**src/rtl/ahb_lite_pkg.sv**
```systemverilog
// Shared AHB-Lite encodings and the master FSM state type.
// Used by ahb_lite_master and by the SRAM-backed slave on the same bus.
package ahb_lite_pkg;

  localparam logic [1:0] HTRANS_IDLE   = 2'b00;
  localparam logic [1:0] HTRANS_NONSEQ = 2'b10;

  localparam logic [2:0] HSIZE_WORD    = 3'b010;
  localparam logic [2:0] HBURST_SINGLE = 3'b000;

  localparam logic       HRESP_OKAY    = 1'b0;
  localparam logic       HRESP_ERROR   = 1'b1;

  // ST_ERR     : between the first and second cycle of an ERROR response
  // ST_REISSUE : replaying an address phase that was cancelled by an ERROR
  typedef enum logic [1:0] {
    ST_RUN     = 2'd0,
    ST_ERR     = 2'd1,
    ST_REISSUE = 2'd2
  } ahb_mst_state_e;

endpackage

```
**src/rtl/ahb_lite_master.sv**
```systemverilog
// AHB-Lite initiator: turns a valid/ready stream of single-word read/write
// commands into pipelined NONSEQ SINGLE transfers and returns one response
// (read data + error flag) per command, in command order.
//
// Ports
//   HCLK, HRESETn         clock, asynchronous active-low reset
//   cmd_valid/cmd_ready   command handshake (cmd_ready is combinational)
//   cmd_write/addr/wdata  command payload; cmd_addr[1:0] ignored
//   rsp_valid/rdata/err   one-cycle response pulse, no backpressure
//   HADDR..HWDATA         registered AHB-Lite master outputs
//   HRDATA/HREADY/HRESP   AHB-Lite slave inputs
//
// Build option
//   AHB_MASTER_ERR_CANCEL_EN : on the first ERROR cycle a pending NONSEQ
//   address phase is dropped to IDLE and replayed once the error completes.
//   Without it the pending address phase simply continues.
module ahb_lite_master
  import ahb_lite_pkg::*;
#(
  parameter int ADDR_W = 32,
  parameter int DATA_W = 32
) (
  input  logic              HCLK,
  input  logic              HRESETn,
  input  logic              cmd_valid,
  output logic              cmd_ready,
  input  logic              cmd_write,
  input  logic [ADDR_W-1:0] cmd_addr,
  input  logic [DATA_W-1:0] cmd_wdata,
  output logic              rsp_valid,
  output logic [DATA_W-1:0] rsp_rdata,
  output logic              rsp_err,
  output logic [ADDR_W-1:0] HADDR,
  output logic              HWRITE,
  output logic [2:0]        HSIZE,
  output logic [2:0]        HBURST,
  output logic [1:0]        HTRANS,
  output logic [DATA_W-1:0] HWDATA,
  input  logic [DATA_W-1:0] HRDATA,
  input  logic              HREADY,
  input  logic              HRESP
);

`ifdef AHB_MASTER_ERR_CANCEL_EN
  localparam bit CANCEL_EN = 1'b1;
`else
  localparam bit CANCEL_EN = 1'b0;
`endif

  localparam logic [ADDR_W-1:0] WORD_MASK = {{(ADDR_W-2){1'b1}}, 2'b00};

  ahb_mst_state_e    state_q, state_d;
  logic [DATA_W-1:0] wdata_q;   // write data of the transfer in address phase
  logic              dp_act_q;  // a transfer is in its data phase
  logic              dp_wr_q;
  logic              cancel_q;  // address phase was dropped by an ERROR
  logic              accept, addr_nonseq, err_first;

  assign HSIZE       = HSIZE_WORD;
  assign HBURST      = HBURST_SINGLE;
  assign cmd_ready   = HRESETn && HREADY && (state_q == ST_RUN);
  assign accept      = cmd_valid && cmd_ready;
  assign addr_nonseq = (HTRANS == HTRANS_NONSEQ);
  // first cycle of a two-cycle ERROR response
  assign err_first   = dp_act_q && (HRESP == HRESP_ERROR) && !HREADY;

  always_ff @(posedge HCLK or negedge HRESETn) begin
    if (!HRESETn) state_q <= ST_RUN;
    else          state_q <= state_d;
  end

  always_comb begin
    state_d = state_q;
    case (state_q)
      ST_RUN:     if (err_first) state_d = ST_ERR;
      ST_ERR:     if (HREADY)    state_d = cancel_q ? ST_REISSUE : ST_RUN;
      ST_REISSUE: if (HREADY)    state_d = ST_RUN;
      default:                   state_d = ST_RUN;
    endcase
  end

  always_ff @(posedge HCLK or negedge HRESETn) begin
    if (!HRESETn) begin
      HTRANS    <= HTRANS_IDLE;
      HADDR     <= '0;
      HWRITE    <= 1'b0;
      HWDATA    <= '0;
      wdata_q   <= '0;
      dp_act_q  <= 1'b0;
      dp_wr_q   <= 1'b0;
      cancel_q  <= 1'b0;
      rsp_valid <= 1'b0;
      rsp_rdata <= '0;
      rsp_err   <= 1'b0;
    end else begin
      rsp_valid <= 1'b0;
      if (HREADY) begin
        // data phase completes
        if (dp_act_q) begin
          rsp_valid <= 1'b1;
          rsp_err   <= HRESP;
          rsp_rdata <= dp_wr_q ? '0 : HRDATA;
        end
        // address phase completes into data phase
        dp_act_q <= addr_nonseq;
        if (addr_nonseq) begin
          dp_wr_q <= HWRITE;
          HWDATA  <= wdata_q;
        end
        // next address phase
        if (accept) begin
          HTRANS  <= HTRANS_NONSEQ;
          HADDR   <= cmd_addr & WORD_MASK;
          HWRITE  <= cmd_write;
          wdata_q <= cmd_wdata;
        end else if (state_q == ST_ERR && cancel_q) begin
          HTRANS  <= HTRANS_NONSEQ;  // replay held HADDR/HWRITE/wdata
        end else begin
          HTRANS  <= HTRANS_IDLE;
        end
        cancel_q <= 1'b0;
      end else if (CANCEL_EN && err_first && state_q == ST_RUN && addr_nonseq) begin
        HTRANS   <= HTRANS_IDLE;
        cancel_q <= 1'b1;
      end
    end
  end

endmodule
```
**config.mk**
```make
export PLATFORM = sky130hd
export DESIGN_NAME = ahb_lite_master
export DESIGN_NICKNAME = d
export VERILOG_FILES = /design/src/rtl/ahb_lite_pkg.sv /design/src/rtl/ahb_lite_master.sv
export SDC_FILE = /design/constraint.sdc
export NUM_CORES = 1
export LEC_CHECK = 0
export BUFFER_PORTS_ARGS = -buffer_cell sky130_fd_sc_hd__buf_2
export CORE_ASPECT_RATIO = 1.25
export CORE_MARGIN = 2
export CORE_UTILIZATION = 45
export CTS_BUF_LIST = sky130_fd_sc_hd__clkbuf_16
export CTS_CLUSTER_DIAMETER = 200
export DETAILED_ROUTE_END_ITERATION = 6
export PLACE_DENSITY = 0.7
export SLEW_MARGIN = 20
export SYNTH_ARGS = -nofsm -noshare
export SYNTH_HDL_FRONTEND = slang
export SYNTH_SLANG_ARGS = --single-unit
export TNS_END_PERCENT = 100
```
**constraint.sdc**
```tcl
create_clock -name HCLK -period 3.7 [get_ports HCLK]
set_input_delay 0.185 -clock HCLK [delete_from_list [all_inputs] [get_ports HCLK]]
set_output_delay 0.185 -clock HCLK [all_outputs]
set_load 0.01 [all_outputs]
```
==> run summary <==
Status: finished, final reports clean
Tmin final: 2.27 ns
PortBufs: 198
Tcrit/Tclk final: 61.2%
Fillers: 930
CTS root buffer: clkbuf_16
Critical Path AT: 2.55 ns
YS warnings: 0
TritonCTS clock tree: yes
CP Capture Type: flop
Crit-path max FO: 59
Inserted Diodes: 0
Dpl hpwl: 7510 um
Worst Max-Slew Pin Slew: 0.969 ns
Hold Crit Depth: 2
Final setup vio count: 0
Placed cell areas: 6560 um^2
DR vias: 3501
Drt pass-1 iters: 4
Post-Synthesis Cells: 334
Initial core utilization: 45.9%
Max-slew violation count: 0
Vias in the first global route: 3753
WS Path Type: primary input to flop
Top post-synthesis cells by count: 133 x dfrtp_1, 70 x mux2_2, 59 x mux2_4
Peak VDD IR: 372 uV
Setup Skew: 0.00547 ns
Drt total wl: 11600 um
Area of the mapped netlist: 5560 um^2
Post-cts sizing count: 0
Die Ht: 128 um
Layout area overhead: 36.0%
Final ANT Viol Nets: 0
Initial antenna violation count: 0
Num rows: 45
Hold Path Class: primary input to flop
Setup TNS: 0 ns
Hold_sp: cmd_wdata[23]
Post-synth EDFFs: 0
Grt ovf: 0
H-tree levels: 4
Synth unique cells: 18
Pleak: 0.00395 uW
I/O pin count: 210
Hold endpoint: wdata_q[23]
Post-Layout Cell Count: 751
Top-area cell type share of the netlist area: 59.9%
Worst setup SP type: primary input
Cell count after placement: 678
Final instance area: 7560 um^2
Synth top area cells: dfrtp_1 60%, mux2_4 16%, mux2_2 14%, nor2b_1 2.4%, buf_12 2.2%
RD Place Congestion: 0.753
#FFs+latches synth: 133
Clock sink count: 133
CP Data Required Time: 3.98 ns
Multi-input gate area: 1990 um^2
Post-Syn Area per Cell: 16.6 um^2
R2r startpoint: state_q[0]
First-pass GRT wire length: 18300 um
Post-synthesis sequential area ratio: 59.9%
Routed WL per cell: 15.4 um
CTS Buf Count: 17
Clk slew on worst S/H paths: 0.06 ns
Vias per cell: 4.66
Clock Path Buffers: 2
DR iter-0 viols: 85
GRT Overall Usage: 18.1%
F_max: 441 MHz
Reg-to-Reg End: HADDR[17]
Fin. Hold Viols: 0
Area occupied by registers: 3330 um^2
DRC violations left: 0
Unrepaired setup endpoints after global routing: no
Die area: 13300 um^2
Core area: 12100 um^2
R2R cell count: 3
Largest net degree at the start of global routing: 78
Final Net Count: 676
Slew margin rel.: 35.4%
Cell accounting for the most synthesized area: dfrtp_1
Later-pin clock latency in the skew report: 0.40 ns
Post-synth top flop: dfrtp_1
Max_cap viols: 0
Setup slack, reg-to-reg: 1.84 ns
Power per cell area: 702 nW/um^2
Count leader, synth: dfrtp_1
Asr flop ratio synth: 100%
Layout cells sized above 1: 61.7%
Die width: 103 um
==> report_power, final <==
part	internal (uW)	leakage, uW	switching [uW]
combinational	825	0.00205	601
clock	1050	0.000283	609
sequential	1940	0.00161	283
==> critical path, stage by stage <==
cell           delay [ns]
dlygate4sd3_1        0.54
buf_6                0.42
nand4b_4             0.57
buf_12               0.43
mux2_4               0.33
==> cells in the final DEF, fill, tap and decap left out, drive strengths merged <==
master       instances
a21oi                1
and2b               11
and3b                1
buf                200
bufinv               3
clkbuf              17
clkinv               7
clkinvlp             4
conb                 9
dfrtp              133
dlygate4sd3         41
inv                  4
mux2               129
nand2                2
nand4b               1
nor2                 1
nor2b               21
o21ai                2
==> cell families after synthesis <==
kind of cell	after synthesis	synth area share (%)
AND/OR/NAND/NOR	37	4.73
multiplexers	129	30.1
buffers and inverters	30	4.86
flip-flops	133	59.9
other	2	0.135
AO/OA/AOI/OAI	3	0.270
==> registers in the layout, summed over array words and instances, names as in the netlist <==
register	cells
HWRITE	1
rsp_err	1
dp_wr_q	1
wdata_q	32
HWDATA	32
dp_act_q	1
HADDR	30
state_q	1
HTRANS	1
rsp_valid	1
rsp_rdata	32
==> repair_timing <==
item | CTS | global route
hold endpoints to repair | 96 | 0
hold buffers | 41 | 0
buffers inserted | 0 | 0
==> cell type report <==
type                       instances  share of cell area, %
sequential                       133                   44.0
inverter                           3                  0.149
timing repair buffer             241                   19.0
multi-input combinational        178                   26.3
clock inverter                    15                   2.19
tap                              164                   2.72
clock buffer                      17                   5.63
==> how the worst max path moves through the flow <==
stage	from	to	slack [ns]	cells past startpoint
2_1_floorplan	state_q[0]	HADDR[10]	2.45	4
3_3_place_gp	HRESETn	HADDR[10]	1.56	4
3_5_place_dp	HRESETn	HADDR[5]	1.51	4
4_1_cts	HRESETn	HADDR[5]	1.39	5
5_1_grt	HRESETn	HADDR[17]	1.22	5
6_report	HRESETn	HADDR[17]	1.43	5
==> metal layers <==
metal | track usage, % | routed length (um) | vias up
met5 | 0 | 0 | -
met4 | 9.60 | 298 | 0
met3 | 4.96 | 653 | 21
met2 | 30.4 | 6150 | 130
met1 | 20.9 | 4480 | 1743
li1 | - | - | 1607
==> through the flow <==
step           setup slack, ns  hold slack (ns)  utilization (%)  total power (uW)
2_1_floorplan             2.45           -0.111                -              3040
3_3_place_gp              1.56            0.186             54.1              3600
3_5_place_dp              1.51            0.189             54.1              3660
4_1_cts                   1.39         0.000257             62.4              5380
5_1_grt                   1.22          0.00330             62.4              5610
6_report                  1.43           0.0196             62.4              5310
(Power assumes the default switching activity.)
